--- config.mk ---
export PLATFORM = sky130hd
export DESIGN_NAME = mac_inverse_divider_flat
export DESIGN_NICKNAME = d
export VERILOG_FILES = /design/src/rtl/mac_inverse_divider_if.sv /design/src/rtl/mac_inverse_divider.sv /design/src/flat_wrapper.sv
export SDC_FILE = /design/constraint.sdc
export NUM_CORES = 1
export LEC_CHECK = 0
export ABC_AREA = 1
export ABC_CLOCK_PERIOD_IN_PS = 4690
export BUFFER_PORTS_ARGS = -buffer_cell sky130_fd_sc_hd__buf_2
export CORE_MARGIN = 2
export CORE_UTILIZATION = 25
export CTS_CLUSTER_SIZE = 28
export DETAILED_ROUTE_END_ITERATION = 10
export PLACE_DENSITY = 0.48
export SLEW_MARGIN = 20
export SYNTH_ARGS = -nofsm -noshare
export SYNTH_HDL_FRONTEND = slang
export SYNTH_SLANG_ARGS = --single-unit
--- constraint.sdc ---
create_clock -name clk -period 4.69 [get_ports clk]
set_clock_uncertainty 0.2 [all_clocks]
set_input_delay 0.2345 -clock clk [delete_from_list [all_inputs] [get_ports clk]]
set_output_delay 0.2345 -clock clk [all_outputs]
set_load 0.01 [all_outputs]
--- src/rtl/mac_inverse_divider_if.sv ---
// Operand/result handshake bundle for mac_inverse_divider: valid/ready input side
// carrying y/acc/c/b, valid/ready output side carrying a/rem/div_by_zero.
interface mac_inverse_divider_if #(
  parameter int WIDTH = 16
) ();
  logic             in_valid;
  logic             in_ready;
  logic [WIDTH-1:0] y;
  logic [WIDTH-1:0] acc;
  logic [WIDTH-1:0] c;
  logic [WIDTH-1:0] b;
  logic             out_valid;
  logic             out_ready;
  logic [WIDTH-1:0] a;
  logic [WIDTH-1:0] rem;
  logic             div_by_zero;

  modport master (
    output in_valid, y, acc, c, b, out_ready,
    input  in_ready, out_valid, a, rem, div_by_zero
  );

  modport slave (
    input  in_valid, y, acc, c, b, out_ready,
    output in_ready, out_valid, a, rem, div_by_zero
  );
endinterface

--- src/rtl/mac_inverse_divider.sv ---
// Recovers a = ((y - acc) / c) - b with a one-bit-per-cycle restoring divider,
// also reporting the remainder and whether c was zero.
module mac_inverse_divider #(
  parameter int WIDTH = 16
) (
  input  logic                  clk,
  input  logic                  rst_n,
  mac_inverse_divider_if.slave  io
);
  localparam int CNT_W = $clog2(WIDTH);

  typedef enum logic [1:0] {IDLE, DIV, FIN, DONE} state_t;

  state_t           state_q;
  logic [CNT_W-1:0] cnt_q;
  logic [WIDTH-1:0] dq_q;      // dividend bits shift out the top, quotient bits fill the bottom
  logic [WIDTH-1:0] c_q;
  logic [WIDTH-1:0] b_q;
  logic [WIDTH-1:0] prem_q;
  logic             dbz_pend_q;
  logic [WIDTH-1:0] a_q;
  logic [WIDTH-1:0] rem_q;
  logic             dbz_q;
  logic             in_ready_q;
  logic             out_valid_q;

  logic [WIDTH:0]   shifted;
  logic             fits;
  logic [WIDTH-1:0] prem_d;
  logic [WIDTH-1:0] dq_d;

  // The shifted remainder needs one extra bit; when it fits, the difference is below c.
  always_comb begin
    shifted = {prem_q, dq_q[WIDTH-1]};
    fits    = (shifted >= {1'b0, c_q});
    prem_d  = fits ? (shifted[WIDTH-1:0] - c_q) : shifted[WIDTH-1:0];
    dq_d    = {dq_q[WIDTH-2:0], fits};
  end

  always_ff @(posedge clk or negedge rst_n) begin
    if (!rst_n) begin
      state_q     <= IDLE;
      cnt_q       <= '0;
      dq_q        <= '0;
      c_q         <= '0;
      b_q         <= '0;
      prem_q      <= '0;
      dbz_pend_q  <= 1'b0;
      a_q         <= '0;
      rem_q       <= '0;
      dbz_q       <= 1'b0;
      in_ready_q  <= 1'b1;
      out_valid_q <= 1'b0;
    end else begin
      case (state_q)
        IDLE: begin
          if (io.in_valid) begin
            dq_q       <= io.y - io.acc;
            c_q        <= io.c;
            b_q        <= io.b;
            dbz_pend_q <= (io.c == '0);
            prem_q     <= '0;
            cnt_q      <= '0;
            in_ready_q <= 1'b0;
            state_q    <= DIV;
          end
        end
        DIV: begin
          prem_q <= prem_d;
          dq_q   <= dq_d;
          cnt_q  <= cnt_q + 1'b1;
          if (cnt_q == CNT_W'(WIDTH - 1)) begin
            state_q <= FIN;
          end
        end
        FIN: begin
          a_q         <= dq_q - b_q;
          rem_q       <= prem_q;
          dbz_q       <= dbz_pend_q;
          out_valid_q <= 1'b1;
          state_q     <= DONE;
        end
        DONE: begin
          if (io.out_ready) begin
            out_valid_q <= 1'b0;
            in_ready_q  <= 1'b1;
            state_q     <= IDLE;
          end
        end
        default: state_q <= IDLE;
      endcase
    end
  end

  assign io.in_ready    = in_ready_q;
  assign io.out_valid   = out_valid_q;
  assign io.a           = a_q;
  assign io.rem         = rem_q;
  assign io.div_by_zero = dbz_q;
endmodule
--- src/flat_wrapper.sv ---
// flat-port wrapper written by rule: the top's interface ports become plain ports
module mac_inverse_divider_flat 
#(
  parameter int WIDTH = 16
)
  (clk, rst_n, io_in_valid, io_y, io_acc, io_c, io_b, io_out_ready, io_in_ready, io_out_valid, io_a, io_rem, io_div_by_zero);
  mac_inverse_divider_if #(.WIDTH(WIDTH)) io_i ();
  input  logic clk;
  input  logic rst_n;
  input wire logic [$bits(io_i.in_valid)-1:0] io_in_valid;
  input wire logic [$bits(io_i.y)-1:0] io_y;
  input wire logic [$bits(io_i.acc)-1:0] io_acc;
  input wire logic [$bits(io_i.c)-1:0] io_c;
  input wire logic [$bits(io_i.b)-1:0] io_b;
  input wire logic [$bits(io_i.out_ready)-1:0] io_out_ready;
  output wire logic [$bits(io_i.in_ready)-1:0] io_in_ready;
  output wire logic [$bits(io_i.out_valid)-1:0] io_out_valid;
  output wire logic [$bits(io_i.a)-1:0] io_a;
  output wire logic [$bits(io_i.rem)-1:0] io_rem;
  output wire logic [$bits(io_i.div_by_zero)-1:0] io_div_by_zero;
  assign io_i.in_valid = io_in_valid;
  assign io_i.y = io_y;
  assign io_i.acc = io_acc;
  assign io_i.c = io_c;
  assign io_i.b = io_b;
  assign io_i.out_ready = io_out_ready;
  assign io_in_ready = io_i.in_ready;
  assign io_out_valid = io_i.out_valid;
  assign io_a = io_i.a;
  assign io_rem = io_i.rem;
  assign io_div_by_zero = io_i.div_by_zero;
  mac_inverse_divider #(.WIDTH(WIDTH)) u_core (.clk(clk), .rst_n(rst_n), .io(io_i));
endmodule
==> flow_metrics.tcl <==
set metrics [dict create \
    synth_common_cells "nand2_1 (318), inv_1 (142), dfrtp_1 (105)" \
    outcome "finished clean" \
    dp_cells 1463 \
    grt_usage_pct 13.6 \
    tritoncts "yes" \
    start_kind "flip-flop" \
    setup_viol 0 \
    synth_flop_cell "dfrtp_1" \
    switching_share_pct 50.4 \
    antenna_found_initial 1 \
    max_freq_ghz 0.388 \
    power_frac_clock_pct 11.7 \
    cp_max_fo 40 \
    fp.dieH_um 174 \
    clockBufferDepth 2 \
    synth-edff-count 0 \
    ios 103 \
    powerDensity_nw_per_um2 738 \
    slew_headroom_pct 30.3 \
    slew_viol_final 0 \
    ys_ff_latch 106 \
    wl_met2_mm 8.46 \
    post_synth.cell_area_avg_um2 7.24 \
    die_w_um 174 \
    cts_max_level 3 \
    cts_setup_buffers 0 \
    worstMarginPinSlew_ns 1.04 \
    synthTopCellsByArea "dfrtp_1 (36%), nand2_1 (17%), ha_1 (8.8%)" \
    final_cell_count_no_fill 1509 \
    synth_top_cell_by_area "dfrtp_1" \
    wl_per_cell_um 13.3 \
    crit_arrival_ns 2.63 \
    p_comb_share_pct 63.4 \
    grt_pass1_vias 6336 \
    clockRootBuffer "clkbuf_16" \
    wl_met3_um 599 \
    yosys_warnings 0 \
    overflow 0 \
    p_sw_mw 3.24 \
    ys_seq_area_share_pct 36.7 \
    syn_area_um2 7220 \
    post-route-min-period_ns 2.58 \
    wirelength_mm 20.1 \
    synthesis.nets 1119 \
    worstSkewPairLatency_ns 0.35 \
    critPathRequiredTime_ns 4.74 \
    tns_ns 0 \
    start_util_pct 25.3 \
    gp_congestion 0.819 \
    finalCritPeriodShare_pct 55.0 \
    drt-met1-wl_mm 10.7 \
    async_flop_share_pct 100 \
    syn_to_final_growth_pct 20.5 \
    num_vias 6510 \
    drt_iter0_drc 329 \
    grt_max_degree 69 \
    clkTransAtPathRegs_ns 0.08 \
    synth.distinct_cells 40 \
    cts.sinks 106 \
    worstSetupEndpointType "flip-flop" \
    drc 0 \
    cts_buffers 9 \
    rsz0062_at_grt "no" \
    final_hold_viol_count 0 \
    synthCells 997 \
    hp-class "input port to flip-flop" \
    drive_above_1_share_pct 14.8 \
    synth_top_area_share_pct 36.4 \
    p_int_mw 3.19 \
    vias_per_cell 4.31 \
    diodes 0 \
    ir_worst_vdd_v 0.000197 \
    ant_nets 0 \
    dieArea_um2 30300 \
    fp.coreArea_um2 28500 \
    p_seq_share_pct 24.9 \
    dp_hpwl_mm 15.7 \
    path_class "flip-flop to flip-flop" \
    p_leak_nw 4.64 \
    rows 62 \
    routed.top_layer "met5" \
    yosysMostFrequentCell "nand2_1" \
    drt-pass1-iter-count 7 \
    finalNetCount 1242 \
    cap_violations 0 \
    grt_first_pass_wirelength_mm 32.9 \
    io_buffer_count 102 \
]
cell families after synthesis:
group,synth area share (%)
compound gates,10.6
xor+xnor,2.30
fa+ha+maj,9.67
buf+inv,9.27
flops,36.7
simple gates,31.4
placed cells by master (no fill, tap or decap), types with 3 or more instances in the layout:
cell type,instances
a21o_1,6
a21oi_1,48
a31oi_1,3
and2_1,3
buf_2,101
buf_4,4
clkbuf_16,9
dfrtp_1,105
dlygate4sd3_1,30
fa_1,3
ha_1,51
inv_1,141
inv_2,5
nand2_1,318
nand2_2,11
nand3_1,64
nand3_2,21
nand3b_1,6
nand4_1,10
nor2_1,62
nor3_1,3
nor4_1,3
o211ai_1,4
o21ai_0,68
xnor2_1,13
xor2_1,6
cell type report:
| type | instances | area [µm²] |
|---|---|---|
| fill | 3181 | 19800 |
| multi-input combinational | 722 | 3900 |
| sequential | 106 | 2650 |
| timing repair buffer | 135 | 836 |
| inverter | 146 | 548 |
| tap | 384 | 480 |
| clock buffer | 11 | 253 |
| clock inverter | 5 | 36.3 |
power groups by stage:
stage | Sequential, mW | Clock [mW] | Combinational [mW]
floorplan | 1.61 | 0 | 3.07
global placement | 1.61 | 0 | 4.06
detailed placement | 1.62 | 0 | 4.07
CTS | 1.61 | 0.778 | 4.12
global route | 1.66 | 0.813 | 4.68
finish | 1.60 | 0.754 | 4.07
registers in the layout, indices dropped and copies added, names as in the netlist, 2 cells and up:
register and count:
u_core.dq_q 16, u_core.state_q 2, u_core.io.rem 16, u_core.b_q 16, u_core.cnt_q 4, u_core.prem_q 16
u_core.io.a 16, u_core.c_q 16
metrics by stage:
| step | instance area (µm²) | setup slack, ns | util, % | power, mW | hold WS [ns] |
|---|---|---|---|---|---|
| after floorplan | 7220 | 2.69 | - | 4.68 | -0.261 |
| after global placement | 8120 | 1.96 | 28.4 | 5.67 | 0.226 |
| after detailed placement | 8120 | 2.09 | 28.4 | 5.69 | 0.226 |
| after CTS | 8710 | 2.09 | 30.5 | 6.50 | 0.00918 |
| after global routing | 8710 | 1.80 | 30.5 | 7.15 | 0.0180 |
| final | 8710 | 2.11 | 30.5 | 6.43 | 0.0133 |
per-layer routing:
metal / vias up / GRT usage [%]
met3: 19 / 1.66
met5: - / 0
met1: 2946 / 20.0
met4: 2 / 4.59
li1: 3432 / -
met2: 111 / 20.7
worst max-delay path: stages, from the launching register on:
cell and delay, ns:
dfrtp_1 0.39, inv_1 0.09, ha_1 0.25, nand2_1 0.44, o21ai_2 0.24, inv_2 0.61, a21oi_1 0.08, o21ai_1 0.11
nand2_1 0.06
what timing repair did:
action	in CTS	in global routing
setup endpoints to repair	0	0
hold buffers	30	0
gates resized for setup	0	0
hold endpoints to repair	96	0
path summary, 6_finish.rpt:
| check | start | end | slack [ns] | depth (start not counted) |
|---|---|---|---|---|
| worst max-delay path | u_core.state_q[0] | u_core.dq_q[7] | 2.11 | 8 |
| min in group asynchronous | rst_n | u_core.c_q[6] | 0.35 | 2 |
| worst max register to register | u_core.state_q[0] | u_core.dq_q[7] | 2.11 | 8 |
| max in group asynchronous | rst_n | u_core.io.a[1] | 2.87 | 3 |
| worst min register to register | u_core.io.in_ready | u_core.io.in_ready | 0.27 | 2 |
| worst min-delay path | io_c[11] | u_core.c_q[11] | 0.01 | 3 |
(Power assumes the default switching activity.)
